File: src/rtl/saturn_mem_pkg.sv
// Shared types and constants for the Saturn memory arbiter.
package saturn_mem_pkg;

   typedef enum logic [1:0] {
      ST_IDLE  = 2'd0,
      ST_ISSUE = 2'd1,
      ST_WAIT  = 2'd2,
      ST_DONE  = 2'd3
   } arb_state_e;

   typedef enum logic [1:0] {
      RGN_ROM  = 2'd0,
      RGN_RAML = 2'd1,
      RGN_RAMH = 2'd2,
      RGN_NONE = 2'd3
   } region_e;

   localparam logic [31:0] OPEN_BUS = 32'hFFFF_FFFF;
   localparam logic [3:0]  WE_READ  = 4'hF;

   // Chip-select vector {RAMH, RAML, ROM}, active low
   function automatic logic [2:0] region_cs_n(input region_e rgn);
      logic [2:0] cs_n;
      case (rgn)
         RGN_ROM:  cs_n = 3'b110;
         RGN_RAML: cs_n = 3'b101;
         RGN_RAMH: cs_n = 3'b011;
         default:  cs_n = 3'b111;
      endcase
      return cs_n;
   endfunction

endpackage

File: src/rtl/mem_arb_if.sv
// Requester and memory-side bus bundle for mem_arb; slave = arbiter view, master = requesters/memory view.
interface mem_arb_if;
   logic        P0_REQ;
   logic [24:0] P0_A;
   logic [31:0] P0_DI;
   logic [3:0]  P0_WE_N;
   logic [1:0]  P0_SEL;
   logic [31:0] P0_DO;
   logic        P0_ACK;

   logic        P1_REQ;
   logic [24:0] P1_A;
   logic [31:0] P1_DI;
   logic [3:0]  P1_WE_N;
   logic [1:0]  P1_SEL;
   logic [31:0] P1_DO;
   logic        P1_ACK;

   logic [24:0] MEM_A;
   logic [31:0] MEM_DO;
   logic [31:0] MEM_DI;
   logic [3:0]  MEM_DQM_N;
   logic        MEM_RD_N;
   logic        ROM_CS_N;
   logic        RAML_CS_N;
   logic        RAMH_CS_N;
   logic        MEM_RDY;

   modport slave (
      input  P0_REQ, P0_A, P0_DI, P0_WE_N, P0_SEL,
      input  P1_REQ, P1_A, P1_DI, P1_WE_N, P1_SEL,
      input  MEM_DI, MEM_RDY,
      output P0_DO, P0_ACK, P1_DO, P1_ACK,
      output MEM_A, MEM_DO, MEM_DQM_N, MEM_RD_N, ROM_CS_N, RAML_CS_N, RAMH_CS_N
   );

   modport master (
      output P0_REQ, P0_A, P0_DI, P0_WE_N, P0_SEL,
      output P1_REQ, P1_A, P1_DI, P1_WE_N, P1_SEL,
      output MEM_DI, MEM_RDY,
      input  P0_DO, P0_ACK, P1_DO, P1_ACK,
      input  MEM_A, MEM_DO, MEM_DQM_N, MEM_RD_N, ROM_CS_N, RAML_CS_N, RAMH_CS_N
   );
endinterface

File: src/rtl/mem_arb_grant.sv
// Grant selector for mem_arb: fixed P0 priority, or round-robin with a pointer when MEM_ARB_RR_EN is defined.
module mem_arb_grant (
`ifdef MEM_ARB_RR_EN
   input  logic       CLK,
   input  logic       RST_N,
   input  logic       take_s,
`endif
   input  logic [1:0] req_s,
   output logic       gnt_vld_s,
   output logic       gnt_port_s
);

`ifdef MEM_ARB_RR_EN
   logic prio_r;

   // Pointer names the port that wins the next tie: the one not granted last
   always_ff @(posedge CLK or negedge RST_N) begin
      if (!RST_N) begin
         prio_r <= 1'b0;
      end else if (take_s) begin
         prio_r <= ~gnt_port_s;
      end
   end

   // Round-robin tie-break, otherwise the single requester wins
   always_comb begin
      gnt_vld_s = |req_s;
      if (req_s == 2'b11) begin
         gnt_port_s = prio_r;
      end else begin
         gnt_port_s = req_s[1];
      end
   end
`else
   // Fixed priority, P0 first
   always_comb begin
      gnt_vld_s = |req_s;
      if (req_s[0]) begin
         gnt_port_s = 1'b0;
      end else begin
         gnt_port_s = req_s[1];
      end
   end
`endif

endmodule

File: src/rtl/mem_arb.sv
// Two-port memory arbiter: IDLE/ISSUE/WAIT/DONE sequencer with wait timeout.
// Define MEM_ARB_RR_EN for round-robin arbitration (default: fixed P0 priority).
module mem_arb
   import saturn_mem_pkg::*;
#(
   parameter int MAX_WAIT = 255
) (
   input  logic     CLK,
   input  logic     RST_N,
   input  logic     CE_R,
   mem_arb_if.slave bus,
   output logic     BUSY,
   output logic     ERR
);

   localparam int            CW        = $clog2(MAX_WAIT + 1);
   localparam logic [CW-1:0] WAIT_LAST = CW'(MAX_WAIT - 1);

   arb_state_e    state_r;
   logic          gnt_r;
   logic          rd_r;
   logic          busy_r;
   logic          err_r;
   logic [1:0]    ack_r;
   logic [1:0]    blk_r;
   logic [CW-1:0] wait_cnt_r;
   logic [24:0]   mem_a_r;
   logic [31:0]   mem_do_r;
   logic [3:0]    dqm_r;
   logic          rd_n_r;
   logic [2:0]    cs_n_r;
   logic [31:0]   do0_r;
   logic [31:0]   do1_r;

   logic [1:0]    req_s;
   logic          gnt_vld_s;
   logic          gnt_port_s;
   logic [24:0]   sel_a_s;
   logic [31:0]   sel_di_s;
   logic [3:0]    sel_we_s;
   logic [1:0]    sel_rgn_s;
   logic [31:0]   rd_val_s;

   // A port that was just acknowledged sits out one IDLE cycle so a lingering REQ is not re-served
   assign req_s    = {bus.P1_REQ & ~blk_r[1], bus.P0_REQ & ~blk_r[0]};
   assign rd_val_s = bus.MEM_RDY ? bus.MEM_DI : OPEN_BUS;

`ifdef MEM_ARB_RR_EN
   logic take_s;
   assign take_s = CE_R & (state_r == ST_IDLE) & gnt_vld_s;

   mem_arb_grant u_grant (
      .CLK        (CLK),
      .RST_N      (RST_N),
      .take_s     (take_s),
      .req_s      (req_s),
      .gnt_vld_s  (gnt_vld_s),
      .gnt_port_s (gnt_port_s)
   );
`else
   mem_arb_grant u_grant (
      .req_s      (req_s),
      .gnt_vld_s  (gnt_vld_s),
      .gnt_port_s (gnt_port_s)
   );
`endif

   // Request fields of the port being granted this cycle
   always_comb begin
      sel_a_s   = bus.P0_A;
      sel_di_s  = bus.P0_DI;
      sel_we_s  = bus.P0_WE_N;
      sel_rgn_s = bus.P0_SEL;
      if (gnt_port_s) begin
         sel_a_s   = bus.P1_A;
         sel_di_s  = bus.P1_DI;
         sel_we_s  = bus.P1_WE_N;
         sel_rgn_s = bus.P1_SEL;
      end else begin
         sel_a_s   = bus.P0_A;
         sel_di_s  = bus.P0_DI;
         sel_we_s  = bus.P0_WE_N;
         sel_rgn_s = bus.P0_SEL;
      end
   end

   // Transaction sequencer; every memory-side and requester output is registered here
   always_ff @(posedge CLK or negedge RST_N) begin
      if (!RST_N) begin
         state_r    <= ST_IDLE;
         gnt_r      <= 1'b0;
         rd_r       <= 1'b0;
         busy_r     <= 1'b0;
         err_r      <= 1'b0;
         ack_r      <= 2'b00;
         blk_r      <= 2'b00;
         wait_cnt_r <= {CW{1'b0}};
         mem_a_r    <= 25'h0;
         mem_do_r   <= 32'h0;
         dqm_r      <= 4'hF;
         rd_n_r     <= 1'b1;
         cs_n_r     <= 3'b111;
         do0_r      <= 32'h0;
         do1_r      <= 32'h0;
      end else if (CE_R) begin
         ack_r <= 2'b00;
         err_r <= 1'b0;
         blk_r <= 2'b00;
         case (state_r)
            ST_IDLE: begin
               if (gnt_vld_s) begin
                  gnt_r  <= gnt_port_s;
                  rd_r   <= (sel_we_s == WE_READ);
                  busy_r <= 1'b1;
                  if (region_e'(sel_rgn_s) == RGN_NONE) begin
                     // Unmapped region: answer with open bus, no chip select
                     state_r <= ST_DONE;
                     ack_r   <= gnt_port_s ? 2'b10 : 2'b01;
                     if (sel_we_s == WE_READ) begin
                        if (gnt_port_s) begin
                           do1_r <= OPEN_BUS;
                        end else begin
                           do0_r <= OPEN_BUS;
                        end
                     end
                  end else begin
                     state_r  <= ST_ISSUE;
                     mem_a_r  <= sel_a_s;
                     mem_do_r <= sel_di_s;
                     cs_n_r   <= region_cs_n(region_e'(sel_rgn_s));
                     rd_n_r   <= (sel_we_s != WE_READ);
                     dqm_r    <= (sel_we_s == WE_READ) ? 4'h0 : sel_we_s;
                  end
               end
            end
            ST_ISSUE: begin
               state_r    <= ST_WAIT;
               wait_cnt_r <= {CW{1'b0}};
            end
            ST_WAIT: begin
               if (bus.MEM_RDY || (wait_cnt_r == WAIT_LAST)) begin
                  state_r <= ST_DONE;
                  ack_r   <= gnt_r ? 2'b10 : 2'b01;
                  err_r   <= ~bus.MEM_RDY;
                  cs_n_r  <= 3'b111;
                  rd_n_r  <= 1'b1;
                  dqm_r   <= 4'hF;
                  if (rd_r) begin
                     if (gnt_r) begin
                        do1_r <= rd_val_s;
                     end else begin
                        do0_r <= rd_val_s;
                     end
                  end
               end else begin
                  wait_cnt_r <= wait_cnt_r + CW'(1);
               end
            end
            ST_DONE: begin
               state_r <= ST_IDLE;
               busy_r  <= 1'b0;
               blk_r   <= gnt_r ? 2'b10 : 2'b01;
            end
            default: begin
               state_r <= ST_IDLE;
               busy_r  <= 1'b0;
               cs_n_r  <= 3'b111;
               rd_n_r  <= 1'b1;
               dqm_r   <= 4'hF;
            end
         endcase
      end
   end

   assign bus.P0_DO     = do0_r;
   assign bus.P1_DO     = do1_r;
   assign bus.P0_ACK    = ack_r[0];
   assign bus.P1_ACK    = ack_r[1];
   assign bus.MEM_A     = mem_a_r;
   assign bus.MEM_DO    = mem_do_r;
   assign bus.MEM_DQM_N = dqm_r;
   assign bus.MEM_RD_N  = rd_n_r;
   assign bus.ROM_CS_N  = cs_n_r[0];
   assign bus.RAML_CS_N = cs_n_r[1];
   assign bus.RAMH_CS_N = cs_n_r[2];
   assign BUSY          = busy_r;
   assign ERR           = err_r;

endmodule

File: src/flat_wrapper.sv
// flat-port wrapper written by rule: the top's interface ports become plain ports
module mem_arb_flat import saturn_mem_pkg::*;
#(
   parameter int MAX_WAIT = 255
)
  (CLK, RST_N, CE_R, BUSY, ERR, bus_P0_REQ, bus_P0_A, bus_P0_DI, bus_P0_WE_N, bus_P0_SEL, bus_P1_REQ, bus_P1_A, bus_P1_DI, bus_P1_WE_N, bus_P1_SEL, bus_MEM_DI, bus_MEM_RDY, bus_P0_DO, bus_P0_ACK, bus_P1_DO, bus_P1_ACK, bus_MEM_A, bus_MEM_DO, bus_MEM_DQM_N, bus_MEM_RD_N, bus_ROM_CS_N, bus_RAML_CS_N, bus_RAMH_CS_N);
  mem_arb_if bus_i ();
  input  logic CLK;
  input  logic RST_N;
  input  logic CE_R;
  output logic BUSY;
  output logic ERR;
  input wire logic [$bits(bus_i.P0_REQ)-1:0] bus_P0_REQ;
  input wire logic [$bits(bus_i.P0_A)-1:0] bus_P0_A;
  input wire logic [$bits(bus_i.P0_DI)-1:0] bus_P0_DI;
  input wire logic [$bits(bus_i.P0_WE_N)-1:0] bus_P0_WE_N;
  input wire logic [$bits(bus_i.P0_SEL)-1:0] bus_P0_SEL;
  input wire logic [$bits(bus_i.P1_REQ)-1:0] bus_P1_REQ;
  input wire logic [$bits(bus_i.P1_A)-1:0] bus_P1_A;
  input wire logic [$bits(bus_i.P1_DI)-1:0] bus_P1_DI;
  input wire logic [$bits(bus_i.P1_WE_N)-1:0] bus_P1_WE_N;
  input wire logic [$bits(bus_i.P1_SEL)-1:0] bus_P1_SEL;
  input wire logic [$bits(bus_i.MEM_DI)-1:0] bus_MEM_DI;
  input wire logic [$bits(bus_i.MEM_RDY)-1:0] bus_MEM_RDY;
  output wire logic [$bits(bus_i.P0_DO)-1:0] bus_P0_DO;
  output wire logic [$bits(bus_i.P0_ACK)-1:0] bus_P0_ACK;
  output wire logic [$bits(bus_i.P1_DO)-1:0] bus_P1_DO;
  output wire logic [$bits(bus_i.P1_ACK)-1:0] bus_P1_ACK;
  output wire logic [$bits(bus_i.MEM_A)-1:0] bus_MEM_A;
  output wire logic [$bits(bus_i.MEM_DO)-1:0] bus_MEM_DO;
  output wire logic [$bits(bus_i.MEM_DQM_N)-1:0] bus_MEM_DQM_N;
  output wire logic [$bits(bus_i.MEM_RD_N)-1:0] bus_MEM_RD_N;
  output wire logic [$bits(bus_i.ROM_CS_N)-1:0] bus_ROM_CS_N;
  output wire logic [$bits(bus_i.RAML_CS_N)-1:0] bus_RAML_CS_N;
  output wire logic [$bits(bus_i.RAMH_CS_N)-1:0] bus_RAMH_CS_N;
  assign bus_i.P0_REQ = bus_P0_REQ;
  assign bus_i.P0_A = bus_P0_A;
  assign bus_i.P0_DI = bus_P0_DI;
  assign bus_i.P0_WE_N = bus_P0_WE_N;
  assign bus_i.P0_SEL = bus_P0_SEL;
  assign bus_i.P1_REQ = bus_P1_REQ;
  assign bus_i.P1_A = bus_P1_A;
  assign bus_i.P1_DI = bus_P1_DI;
  assign bus_i.P1_WE_N = bus_P1_WE_N;
  assign bus_i.P1_SEL = bus_P1_SEL;
  assign bus_i.MEM_DI = bus_MEM_DI;
  assign bus_i.MEM_RDY = bus_MEM_RDY;
  assign bus_P0_DO = bus_i.P0_DO;
  assign bus_P0_ACK = bus_i.P0_ACK;
  assign bus_P1_DO = bus_i.P1_DO;
  assign bus_P1_ACK = bus_i.P1_ACK;
  assign bus_MEM_A = bus_i.MEM_A;
  assign bus_MEM_DO = bus_i.MEM_DO;
  assign bus_MEM_DQM_N = bus_i.MEM_DQM_N;
  assign bus_MEM_RD_N = bus_i.MEM_RD_N;
  assign bus_ROM_CS_N = bus_i.ROM_CS_N;
  assign bus_RAML_CS_N = bus_i.RAML_CS_N;
  assign bus_RAMH_CS_N = bus_i.RAMH_CS_N;
  mem_arb #(.MAX_WAIT(MAX_WAIT)) u_core (.CLK(CLK), .RST_N(RST_N), .CE_R(CE_R), .bus(bus_i), .BUSY(BUSY), .ERR(ERR));
endmodule
File: config.mk
export PLATFORM = sky130hd
export DESIGN_NAME = mem_arb_flat
export DESIGN_NICKNAME = d
export VERILOG_FILES = /design/src/rtl/saturn_mem_pkg.sv /design/src/rtl/mem_arb_if.sv /design/src/rtl/mem_arb_grant.sv /design/src/rtl/mem_arb.sv /design/src/flat_wrapper.sv
export SDC_FILE = /design/constraint.sdc
export NUM_CORES = 1
export LEC_CHECK = 0
export ABC_CLOCK_PERIOD_IN_PS = 7200
export CAP_MARGIN = 40
export CORE_ASPECT_RATIO = 0.5
export CORE_MARGIN = 3
export CORE_UTILIZATION = 46
export DETAILED_ROUTE_END_ITERATION = 16
export PLACE_DENSITY = 0.88
export REMOVE_ABC_BUFFERS = 1
export SETUP_SLACK_MARGIN = 0.2
export SYNTH_ARGS = -nofsm -noshare
export SYNTH_HDL_FRONTEND = slang
export SYNTH_HIERARCHICAL = 1
export SYNTH_SLANG_ARGS = --single-unit
File: constraint.sdc
create_clock -name CLK -period 7.2 [get_ports CLK]
set_clock_uncertainty 0.15 [all_clocks]
set_input_delay 1.8 -clock CLK [delete_from_list [all_inputs] [get_ports CLK]]
set_output_delay 1.8 -clock CLK [all_outputs]
set_load 0.005 [all_outputs]
## Yosys cells after proc, flatten, opt, wreduce, memory -nomap -nowiden

Index checks and enable logic that the tools add are counted.

| word-level totals | value |
|---|---|
| flip-flop bits (word level) | 147 |
| latch bits | 0 |
| bits in writable memories | 0 |
| memory bits (read-only) | 0 |
| input port bits | 164 |
| output and inout bits | 133 |
| word-level logic and storage cells | 110 |
| memories | 0 |

| cells by class | value |
|---|---|
| add/subtract/negate cells | 1 |
| $mul | 0 |
| div/mod/pow operators | 0 |
| $lt $le $gt $ge | 0 |
| equal/unequal tests | 20 |
| shift operators | 0 |
| muxes and demuxes | 53 |
| bitwise operators | 6 |
| reductions and logical operators | 15 |

Operator list:

| cell | number |
|---|---|
| $mux W32 | 16 |
| $pmux W32 S2 | 2 |
| $mux W25 | 1 |
| $mux W2 | 10 |
| $mux W4 | 5 |
| $reduce_and A9 Y1 | 2 |
| $pmux W8 S2 | 1 |
| $ne A2 B1 Y1 const B | 7 |
| $reduce_and A3 Y1 | 4 |
| $mux W3 | 3 |
| $pmux W3 S3 | 1 |
| $add A8 B1 Y8 const B | 1 |
| $eq A2 B2 Y1 const B | 4 |
| $eq A8 B8 Y1 const B | 1 |
| $mux W8 | 1 |
| $ne A2 B2 Y1 const B | 4 |
| $pmux W2 S4 | 1 |
| $pmux W4 S2 | 1 |
| $mux W1 | 7 |
| $pmux W3 S2 | 1 |
| $reduce_bool A2 Y1 | 3 |
| $reduce_and A5 Y1 | 1 |
| $eq A2 B1 Y1 const B | 2 |
| $eq A4 B4 Y1 const B | 1 |
| 9 further kinds | 15 |

## Longest topological paths before layout

Gate-level depths: netlist of the first run.

| logic depth | value |
|---|---|
| word-level depth | 9 |
| depth in mapped cells | 9 |
| gate-level depth less buffers | 7 |

## Cells and area by module

The synthesis of the first run kept the hierarchy.

Modules (own cells, without submodules):

| module | instances | cells each | area an instance (sq um) | sequential area each (sq um) |
|---|---|---|---|---|
| mem_arb | 1 | 596 | 6,831.6 | 3,688.5 |
| mem_arb_grant | 1 | 2 | 12.5 | 0.0 |

## Least setup slack after synthesis of the first run

Ideal clock, no wire load.

| path | value |
|---|---|
| path kind | input -> register |
| start point | input port bus_P1_REQ |
| end point | register u_core.do1_r[10], in the netlist u_core/bus.P1_DO[10] |
| setup time | 125 ps |
| arrival time | 3,543 ps |
| setup slack | 3,382 ps |
| stages | 8 |
| cells stage by stage | nor2b_1 > nor2b_1 > buf_4 > a32oi_2 > o21bai_1 > a211oi_4 > buf_6 > mux2_2 |

| between the ends | value |
|---|---|
| cells in the longest elaborated chain, start to end | 6 |
| elaborated cells on any way between the ends | 12 |
| those cells by class | 6 x eq/ne; 3 x mux; 1 x bitwise; 2 x reduce/logical |

RTL lines:

| element | line | text |
|---|---|---|
| start: declaration | flat_wrapper.sv:18 | `input wire logic [$bits(bus_i.P1_REQ)-1:0] bus_P1_REQ;` |
| $and A1 B1 Y1 * | mem_arb.sv:45 | `assign req_s = {bus.P1_REQ & ~blk_r[1], bus.P0_REQ & ~blk_r[0]};` |
| $mux W1 * | mem_arb_grant.sv:38 | `if (req_s[0]) begin` |
| net u_core.gnt_port_s | mem_arb.sv:37 | `logic gnt_port_s;` |
| $mux W4 or $mux W2 (tied branches) | mem_arb.sv:74 | `if (gnt_port_s) begin` |
| $eq A4 B4 Y1 or $eq A2 B2 Y1 (tied branches) | mem_arb.sv:119, mem_arb.sv:115 |  |
| $ne A2 B1 Y1 (no line) | - |  |
| $reduce_and A9 Y1 (no line) * | - |  |
| end signal: assignment | mem_arb.sv:150 | `do1_r <= rd_val_s;` |
| end: declaration | mem_arb.sv:33 | `logic [31:0] do1_r;` |

Mark *: on every way through the listed nets, which the timed path passes. The rest lies on a longest branch.
A chain may end at the register's enable or synchronous reset.

## Worst setup path after layout of the first run

| path | value |
|---|---|
| start point | input port bus_P1_REQ |
| end point | register u_core.do1_r[11], in the netlist u_core/bus.P1_DO[11] |

| between the ends | value |
|---|---|
| cells in the longest elaborated chain, start to end | 6 |
| elaborated cells on any way between the ends | 12 |
| those cells by class | 6 x eq/ne; 3 x mux; 1 x bitwise; 2 x reduce/logical |

RTL lines:

| element | line | text |
|---|---|---|
| $and A1 B1 Y1 * | mem_arb.sv:45 |  |
| net u_core.req_s[1] | mem_arb.sv:35 | `logic [1:0] req_s;` |
| $mux W1 * | mem_arb_grant.sv:38 |  |
| net u_core.gnt_port_s | mem_arb.sv:37 |  |
| $mux W4 or $mux W2 (tied branches) | mem_arb.sv:74 |  |
| $eq A4 B4 Y1 or $eq A2 B2 Y1 (tied branches) | mem_arb.sv:119, mem_arb.sv:115 |  |
| $ne A2 B1 Y1 (no line) | - |  |
| $reduce_and A9 Y1 (no line) * | - |  |

Marks and branches as above.

==> key figures, run 1 <==
Finish
  • Final Non-Filler Cells: 1,093
  • Area Growth Syn to Fin: 54.3%
  • Post-layout util: 75.2%
  • Fillers: 935
  • Nets: 1,059
  • Storage cell area: 3690 um^2
  • Antenna cell count: 0
  • Area occupied by multi-input gates: 2930 um^2
  • Layout cells sized above 1: 16.9%

Clocking
  • Reg clk slew, reported paths: 0.06 ns
  • Worst-Skew Late Latency: 0.41 ns
  • CTS H-tree lvls: 4
  • CTS tree: done
  • Hold buffer count at CTS: 0
  • CTS root buffer: clkbuf_16
  • Clock sink total: 147
  • Total CTS buffers: 17
  • Setup Fix Bufs, Post-CTS: 0
  • Resize count post-CTS: 0
  • Clock Tree Buf Depth: 2

Critical path
  • CP Class: in2reg
  • Peak fanout along the critical path: 44
  • CP cell instances: clkdlybuf4s50_1, nor2b_1, nor2b_4, buf_4, a32oi_2, o21bai_1, a211oi_4, buf_4, mux2_2
  • Cells on worst reg2reg path: 8
  • Critical path launch point type: input port
  • Reg-to-reg endpoint: u_core/bus.P1_DO[11]$_DFFE_PN0P_
  • Critical path startpoint: bus_P1_REQ
  • Crit-path max cell delay: 0.52 ns
  • Reg2reg setup slack: 3.96 ns
  • CP delay by family, top: buffers and inverters
  • Crit path buffers/inverters: 3
  • Crit path DAT: 4.87 ns
  • Worst path slowest cell: buf_4
  • WP depth: 9
  • Critical path endpoint category: flop
  • R2R Path Start: u_core/blk_r[1]$_DFFE_PN0P_
  • Most used cell, CP: buf_4
  • Worst path required time: 7.34 ns

GRT
  • Largest net degree at the start of global routing: 92
  • GRT Util Overall: 24.1%
  • Total grt overflow: 0
  • First-pass GRT wire length: 30,600 um
  • Number of global-route vias before repair: 5,820
  • Initial antenna violation count: 0

Synthesis
  • Average footprint of a synthesized cell: 11.4 um^2
  • Most used DFF post-synth: dfrtp_1
  • Synth Area in Compound Gates: 8.76%
  • Simple-gate share of the synthesized area: 11.4%
  • Synth Register Bits: 147
  • Synthesis warning total: 6
  • XOR/XNOR Fraction of Synth Area: 0.256%
  • Sequential fraction of the synthesis area: 53.9%
  • Synth top area share: 50.8%
  • Largest family of logic cells by synthesized area: multiplexers
  • Synth async-reset ratio: 100%
  • Most frequent cell after synthesis: dfrtp_1
  • Count of flip-flops with a built-in enable after synthesis: 0
  • Synth Area in Adders: 1.28%
  • Synth Cell Area: 6840 um^2
  • Cells after Synth: 598
  • Mux share of post-synthesis cell area: 21.0%
  • Largest cells by area after synthesis: dfrtp_1 51%, mux2_2 10%, mux2i_1 9.7%
  • Top cells by count, synth: 139 x dfrtp_1, 76 x nand2_1, 75 x o21ai_0
  • Yosys cell types: 44
  • Cell taking the most area after synthesis: dfrtp_1

Place
  • Dpl ws: 2.04 ns
  • Port bufs: 296
  • Post-DP HPWL: 14,600 um
  • Final GP Congestion: 0.822
  • # placed instances: 1,061

Routing
  • Routed WL: 19,500 um
  • TritonRoute pass-1 iters: 4
  • Routed len/inst: 17.8 um
  • DRC Markers: 0
  • Vias: 5,548
  • DRT iter0 DRCs: 223
  • Antenna Nets Post-Route: 0
  • Via density: 5.08

STA
  • # setup viols final: 0
  • Pins Over Slew Limit: 0
  • RSZ-0062 raised after global routing: false
  • Worst-margin pin slew: 0.805 ns
  • Final worst path period need: 4.72 ns
  • Peak Freq: 212 MHz
  • Final hold vios: 0
  • Fin worst setup slack: 2.48 ns
  • Slew Limit Headroom: 46.3%
  • Final period util: 65.6%

Worst hold path
  • Hold Crit Class: reg2reg
  • WHS Path Cells: 2
  • Hold Path Origin: u_core/bus.MEM_DQM_N[3]$_DFFE_PN1P_
  • Hold Path End: u_core/bus.MEM_DQM_N[3]$_DFFE_PN1P_

Power
  • Lkg Pwr: 4.20 nW
  • P per Cell Area: 366 nW/um^2
  • Peak supply drop: 0.000178 V

Die
  • Die Ht: 92.3 um
  • IO Pins: 297
  • Site Rows: 30
  • Initial cell density of the core: 48.8%
  • Die Width: 179 um
  • Die Area: 16,500 um^2
  • Core region area: 14,000 um^2

Outcome
  • Outcome: complete, no violations

Job
  • Max_cap viols: 0
state kept, by name, indices dropped and copies added (netlist names):
register	count
u_core/gnt_r	1
u_core/bus.MEM_DO	32
u_core/state_r	2
u_core/bus.MEM_RD_N	1
u_core/cs_n_r	3
u_core/bus.MEM_DQM_N	4
u_core/bus.P1_DO	32
u_core/blk_r	2
u_core/rd_r	1
u_core/BUSY	1
u_core/bus.P0_DO	32
u_core/ERR	1
u_core/ack_r	2
u_core/wait_cnt_r	8
u_core/bus.MEM_A	25
logic make-up (layout without fill, tap and decap cells):
group                    Yosys count  count (layout)
AO/OA/AOI/OAI                    101             101
XOR/XNOR                           2               2
adder cells (fa/ha/maj)            7               7
buffers and inverters             48             351
flip-flops                       147             147
multiplexers                     135             135
AND/OR/NAND/NOR                  158             158
worst reg2reg max path: cells and delay by family, from the launching register on:
kind            cells  cell delay, ns
compound gates      3            0.91
buf+inv             2            0.96
flops               1            0.37
mux                 1            0.42
simple gates        2            0.33
worst max path at each step:
stage                                                   to  slack, ns
after CTS                 u_core/bus.P1_DO[11]$_DFFE_PN0P_       2.48
after floorplan            u_core/bus.MEM_A[0]$_DFFE_PN0P_      -2.64
after global routing      u_core/bus.P1_DO[11]$_DFFE_PN0P_       2.29
after global placement    u_core/bus.P1_DO[19]$_DFFE_PN0P_       2.15
after detailed placement  u_core/bus.P1_DO[11]$_DFFE_PN0P_       2.04
final                     u_core/bus.P1_DO[11]$_DFFE_PN0P_       2.48
cell type report:
class | count | area share (%)
clock inverter | 13 | 1.41
clock buffer | 19 | 4.19
inverter | 14 | 0.498
tap | 192 | 2.27
sequential | 147 | 34.9
multi-input combinational | 403 | 27.7
timing repair buffer | 305 | 29.0
layer usage:
metal / GRT usage (%) / vias up / part of all wire (%)
li1: - / 2644 / -
met1: 28.0 / 2709 / 39
met2: 43.3 / 163 / 54
met3: 5.13 / 32 / 4.8
met4: 10.1 / 0 / 2.5
met5: 0 / - / 0
report_power, final:
group	leakage (nW)	internal, W	switching (W)
combinational	2.27	0.000959	0.000637
clock	0.281	0.000525	0.000355
sequential	1.65	0.00119	0.000199
per-stage QoR:
| step | hold slack [ns] | total power, W | area (um^2) | TNS (ns) |
|---|---|---|---|---|
| after floorplan | 0.300 | 0.00201 | 6660 | -270.29 |
| after global placement | 0.305 | 0.00293 | 9930 | 0 |
| after detailed placement | 0.314 | 0.00300 | 9970 | 0 |
| after CTS | 0.324 | 0.00390 | 10600 | 0 |
| after global routing | 0.335 | 0.00410 | 10600 | 0 |
| final | 0.322 | 0.00387 | 10600 | 0 |
placed cells by master (no fill, tap or decap), drive strengths merged, types with 3 or more instances in the layout:
cell type	count
buf	10
o21ai	76
or2	33
mux2	69
nand2b	5
nand2	76
mux2i	66
dfstp	8
clkdlybuf4s50	295
clkinv	4
nor2b	9
nand4	3
dfrtp	139
a21oi	9
ha	7
nor2	18
clkinvlp	3
inv	18
nand3	7
clkbuf	19
No activity file was read; power rests on OpenSTA's default activity.
==> run 2, diff against run 1 <==
--- a/config.mk
+++ b/config.mk
@@ -5,13 +5,13 @@
 export SDC_FILE = /design/constraint.sdc
 export NUM_CORES = 1
 export LEC_CHECK = 0
-export ABC_CLOCK_PERIOD_IN_PS = 7200
+export ABC_CLOCK_PERIOD_IN_PS = 4350
 export CAP_MARGIN = 40
 export CORE_ASPECT_RATIO = 0.5
 export CORE_MARGIN = 3
-export CORE_UTILIZATION = 46
+export CORE_UTILIZATION = 43
 export DETAILED_ROUTE_END_ITERATION = 16
-export PLACE_DENSITY = 0.88
+export PLACE_DENSITY = 0.83
 export REMOVE_ABC_BUFFERS = 1
 export SETUP_SLACK_MARGIN = 0.2
 export SYNTH_ARGS = -nofsm -noshare
==> constraint.sdc (replaced) <==
create_clock -name CLK -period 4.35 [get_ports CLK]
set_clock_uncertainty 0.15 [all_clocks]
set_input_delay 1.0875 -clock CLK [delete_from_list [all_inputs] [get_ports CLK]]
set_output_delay 1.0875 -clock CLK [all_outputs]
set_load 0.005 [all_outputs]
==> key figures, run 2 (synthesis gave the netlist of run 1 again) <==
Die
  • Core region area: 15,000 um^2
  • Die Ht: 95.2 um
  • Die Width: 184 um
  • IO Pins: 297
  • Die Area: 17,600 um^2
  • Initial cell density of the core: 45.6%
  • Site Rows: 31

Clocking
  • Clock sink total: 147
  • Hold buffer count at CTS: 0
  • CTS H-tree lvls: 4
  • Setup Fix Bufs, Post-CTS: 0
  • Resize count post-CTS: 0
  • CTS root buffer: clkbuf_16
  • Reg clk slew, reported paths: 0.06 ns
  • CTS tree: done
  • Worst-Skew Late Latency: 0.41 ns
  • Clock Tree Buf Depth: 2
  • Total CTS buffers: 17

Routing
  • Routed len/inst: 18.0 um
  • Via density: 5.01
  • Routed WL: 19,800 um
  • Antenna Nets Post-Route: 0
  • TritonRoute pass-1 iters: 4
  • DRC Markers: 0
  • Vias: 5,513
  • DRT iter0 DRCs: 197

Power
  • Lkg Pwr: 4.22 nW
  • P per Cell Area: 604 nW/um^2
  • Peak supply drop: 0.000337 V

GRT
  • Initial antenna violation count: 0
  • Number of global-route vias before repair: 5,808
  • First-pass GRT wire length: 31,200 um
  • GRT Util Overall: 23.0%
  • Total grt overflow: 0
  • Largest net degree at the start of global routing: 95

STA
  • RSZ-0062 raised after global routing: false
  • Slew Limit Headroom: 48.4%
  • Worst-margin pin slew: 0.775 ns
  • Fin worst setup slack: 0.861 ns
  • Peak Freq: 287 MHz
  • Final hold vios: 0
  • Pins Over Slew Limit: 0
  • Hold_ws: 0.317 ns
  • # setup viols final: 0
  • Final period util: 80.2%
  • Setup TNS Final: 0 ns
  • Final worst path period need: 3.49 ns

Critical path
  • Cells on worst reg2reg path: 8
  • Critical path endpoint category: flop
  • Worst path slowest cell: clkdlybuf4s50_1
  • Worst path required time: 4.50 ns
  • CP Class: in2reg
  • Reg2reg setup slack: 1.46 ns
  • Critical path launch point type: input port
  • Crit path buffers/inverters: 2
  • Peak fanout along the critical path: 32
  • CP cell instances: clkdlybuf4s50_1, nor2b_1, nor2b_4, a32oi_2, o21bai_1, a211oi_4, buf_12, mux2_2
  • CP delay by family, top: compound AO/OA/AOI/OAI gates
  • CP endpoint: u_core/bus.P0_DO[15]$_DFFE_PN0P_
  • WP depth: 8
  • R2R Path Start: u_core/state_r[0]$_DFFE_PN0P_
  • Crit path DAT: 3.64 ns
  • Critical path startpoint: bus_P1_REQ
  • Crit-path max cell delay: 0.44 ns
  • Reg-to-reg endpoint: u_core/bus.P1_DO[22]$_DFFE_PN0P_

Outcome
  • Outcome: complete, no violations

Finish
  • Area Growth Syn to Fin: 55.1%
  • Antenna cell count: 0
  • Fillers: 1,083
  • Area occupied by multi-input gates: 2930 um^2
  • Most common cell after layout, fill and taps aside: clkdlybuf4s50_1
  • Highest-count cells in the layout ignoring fill and taps: 295 x clkdlybuf4s50_1, 139 x dfrtp_1, 76 x nand2_1
  • Storage cell area: 3690 um^2
  • Nets: 1,061
  • Final Non-Filler Cells: 1,101
  • Layout cells sized above 1: 17.2%

Job
  • Max_cap viols: 0

Place
  • Dpl ws: 0.447 ns
  • Final GP Congestion: 0.843
  • # placed instances: 1,069
  • Post-DP HPWL: 14,900 um
  • Port bufs: 296

Worst hold path
  • Hold Path Origin: u_core/bus.MEM_DQM_N[1]$_DFFE_PN1P_
  • Hold Crit Class: reg2reg
  • WHS Path Cells: 2
## run 2: worst min-delay path by stage
stage | end | slack [ns]
after floorplan | u_core/rd_r$_DFFE_PN0P_ | 0.30
after global placement | u_core/cs_n_r[2]$_DFFE_PN1P_ | 0.30
after detailed placement | u_core/bus.MEM_DQM_N[1]$_DFFE_PN1P_ | 0.31
after CTS | u_core/bus.MEM_DQM_N[1]$_DFFE_PN1P_ | 0.32
after global routing | u_core/bus.MEM_DQM_N[0]$_DFFE_PN1P_ | 0.34
final | u_core/bus.MEM_DQM_N[1]$_DFFE_PN1P_ | 0.32
## run 2: layout make-up
class | instances | share of cell area (%)
Timing Repair Buffer | 307 | 29.4
Clock buffer | 18 | 4.14
Inverter | 14 | 0.495
Multi-Input combinational cell | 403 | 27.6
Clock inverter | 14 | 1.32
Sequential cell | 147 | 34.7
Tap cell | 198 | 2.33
## run 2: worst register-to-register path, delay by kind of cell, from the launching register on
| kind | cells | cell delay, ns |
|---|---|---|
| compound gates | 2 | 0.48 |
| fa+ha+maj | 1 | 0.65 |
| buf+inv | 2 | 0.38 |
| flops | 1 | 0.44 |
| mux | 1 | 0.38 |
| simple gates | 2 | 0.31 |
## run 2: layer usage
| layer | share of wire (%) | GRT usage, % | vias up |
|---|---|---|---|
| met4 | 2.2 | 7.98 | 0 |
| li1 | - | - | 2632 |
| met5 | 0 | 0 | - |
| met1 | 39 | 26.4 | 2689 |
| met3 | 5.6 | 5.45 | 29 |
| met2 | 53 | 42.6 | 163 |
## run 2: power breakdown
part           leakage, nW  internal [W]  switching [W]
Sequential            1.65       0.00197       0.000344
Combinational         2.29       0.00160        0.00105
Clock                0.287      0.000823       0.000628
## run 2: metrics by stage
step	cell area [um^2]	util, %	power (W)
after floorplan	6660	-	0.00333
after global placement	9970	66.4	0.00489
after detailed placement	10000	66.9	0.00500
after CTS	10600	70.7	0.00648
after global routing	10600	70.7	0.00680
final	10600	70.7	0.00642
==> run 3, diff against run 2 <==
--- a/config.mk
+++ b/config.mk
@@ -5,7 +5,7 @@
 export SDC_FILE = /design/constraint.sdc
 export NUM_CORES = 1
 export LEC_CHECK = 0
-export ABC_CLOCK_PERIOD_IN_PS = 4350
+export ABC_CLOCK_PERIOD_IN_PS = 3300
 export CAP_MARGIN = 40
 export CORE_ASPECT_RATIO = 0.5
 export CORE_MARGIN = 3
==> constraint.sdc (replaced) <==
create_clock -name CLK -period 3.3 [get_ports CLK]
set_clock_uncertainty 0.15 [all_clocks]
set_input_delay 0.825 -clock CLK [delete_from_list [all_inputs] [get_ports CLK]]
set_output_delay 0.825 -clock CLK [all_outputs]
set_load 0.005 [all_outputs]
==> key figures, run 3 (synthesis gave the netlist of run 1 again) <==
Clocking
  • CTS root buffer: clkbuf_16
  • Setup Fix Bufs, Post-CTS: 0
  • Resize count post-CTS: 0
  • CTS H-tree lvls: 4
  • Clock sink total: 147
  • CTS tree: done
  • Clock Tree Buf Depth: 2
  • Worst-Skew Late Latency: 0.40 ns
  • Total CTS buffers: 17
  • Reg clk slew, reported paths: 0.07 ns
  • Hold buffer count at CTS: 0

Power
  • Sequential power share: 36.1%
  • Clk pwr share: 21.6%
  • Lkg Pwr: 4.26 nW
  • P per Cell Area: 791 nW/um^2
  • Peak supply drop: 0.000493 V
  • Internal Power: 0.00576 W
  • Total power: 0.00844 W
  • Switching Share: 31.7%
  • NetSw: 0.00268 W
  • Combinational share of power: 42.3%

Finish
  • Highest-count cells in the layout ignoring fill and taps: 295 x clkdlybuf4s50_1, 139 x dfrtp_1, 76 x nand2_1
  • Area Growth Syn to Fin: 56.0%
  • Nets: 1,072
  • Layout cells sized above 1: 18.2%
  • Design area: 10,700 um^2
  • Storage cell area: 3690 um^2
  • Area occupied by multi-input gates: 2930 um^2
  • Most common cell after layout, fill and taps aside: clkdlybuf4s50_1
  • Post-layout util: 71.1%
  • Antenna cell count: 0
  • Fillers: 1,113
  • Final Non-Filler Cells: 1,112

Place
  • Instance area at placement: 10,100 um^2
  • Port bufs: 296
  • Post-DP HPWL: 15,300 um
  • # placed instances: 1,080
  • Final GP Congestion: 0.866

Critical path
  • Reg-to-reg endpoint: u_core/bus.P1_DO[0]$_DFFE_PN0P_
  • Crit path DAT: 3.14 ns
  • Worst path slowest cell: clkdlybuf4s50_1
  • Critical path endpoint category: flop
  • Reg2reg setup slack: 0.50 ns
  • CP Class: in2reg
  • Crit path buffers/inverters: 2
  • CP cell instances: clkdlybuf4s50_1, nor2b_1, nor2b_4, nor2b_1, a32oi_2, o21bai_1, a211oi_4, buf_12, mux2_2
  • R2R Path Start: u_core/state_r[0]$_DFFE_PN0P_
  • Peak fanout along the critical path: 32
  • Critical path launch point type: input port
  • Critical path startpoint: bus_P0_REQ
  • Cells on worst reg2reg path: 8
  • Worst path required time: 3.44 ns
  • Most used cell, CP: nor2b_1
  • CP delay by family, top: buffers and inverters
  • Crit-path max cell delay: 0.45 ns

Die
  • Core region area: 15,000 um^2
  • IO Pins: 297
  • Site Rows: 31
  • Die Area: 17,600 um^2
  • Die Width: 184 um
  • Die Ht: 95.2 um
  • Initial cell density of the core: 45.6%

Routing
  • DRT iter0 DRCs: 203
  • Via density: 5.07
  • TritonRoute pass-1 iters: 4
  • Routed WL: 20,200 um
  • Antenna Nets Post-Route: 0
  • Vias: 5,637
  • Routed len/inst: 18.2 um
  • DRC Markers: 0

STA
  • Peak Freq: 333 MHz
  • Slew Limit Headroom: 51.0%
  • Final hold vios: 0
  • Setup TNS Final: 0 ns
  • # setup viols final: 0
  • Final worst path period need: 3.00 ns
  • RSZ-0062 raised after global routing: false
  • Worst-margin pin slew: 0.735 ns
  • Final period util: 90.9%
  • Pins Over Slew Limit: 0

GRT
  • First-pass GRT wire length: 31,700 um
  • Total grt overflow: 0
  • Largest net degree at the start of global routing: 74
  • GRT Util Overall: 23.2%
  • Initial antenna violation count: 0
  • Number of global-route vias before repair: 5,981

Job
  • Max_cap viols: 0

Worst hold path
  • Hold Crit Class: in2async

Outcome
  • Outcome: complete, no violations
==> run 3: worst max path at each step <==
| stage | depth (start not counted) | endpoint | slack, ns |
|---|---|---|---|
| after floorplan | 6 | u_core/bus.MEM_A[0]$_DFFE_PN0P_ | -5.57 |
| after global placement | 9 | u_core/bus.P1_DO[17]$_DFFE_PN0P_ | -0.005 |
| after detailed placement | 9 | u_core/bus.P0_DO[28]$_DFFE_PN0P_ | -0.11 |
| after CTS | 9 | u_core/bus.P0_DO[9]$_DFFE_PN0P_ | 0.32 |
| after global routing | 9 | u_core/bus.P0_DO[10]$_DFFE_PN0P_ | 0.23 |
| final | 9 | u_core/bus.P0_DO[14]$_DFFE_PN0P_ | 0.30 |
==> run 3: final cells by class <==
class	count	area share [%]
Sequential cell	147	34.5
Multi-Input combinational cell	403	27.4
Timing Repair Buffer	318	30.0
Clock buffer	18	4.11
Tap cell	198	2.32
Clock inverter	14	1.08
Inverter	14	0.492
==> run 3: routing by layer <==
layer	vias up	GRT usage, %	wire, um	share of wire, %
li1	2667	-	-	-
met3	50	6.06	1150	5.7
met2	197	41.9	10300	51
met1	2723	26.4	7970	39
met4	0	10.4	749	3.7
met5	-	0	0	0
==> run 3: power groups by stage <==
stage,registers (W),logic (W),clock network [W]
2_1_floorplan,0.00306,0.00133,0
4_1_cts,0.00305,0.00361,0.00187
6_report,0.00305,0.00357,0.00183
3_5_place_dp,0.00307,0.00359,0
5_1_grt,0.00314,0.00387,0.00196
3_3_place_gp,0.00304,0.00349,0
==> run 3: metrics by stage <==
step | worst slack (ns) | hold slack [ns]
3_5_place_dp | -0.110 | 0.312
5_1_grt | 0.225 | 0.305
2_1_floorplan | -5.57 | 0.300
3_3_place_gp | -0.00464 | 0.305
4_1_cts | 0.318 | 0.291
6_report | 0.301 | 0.268
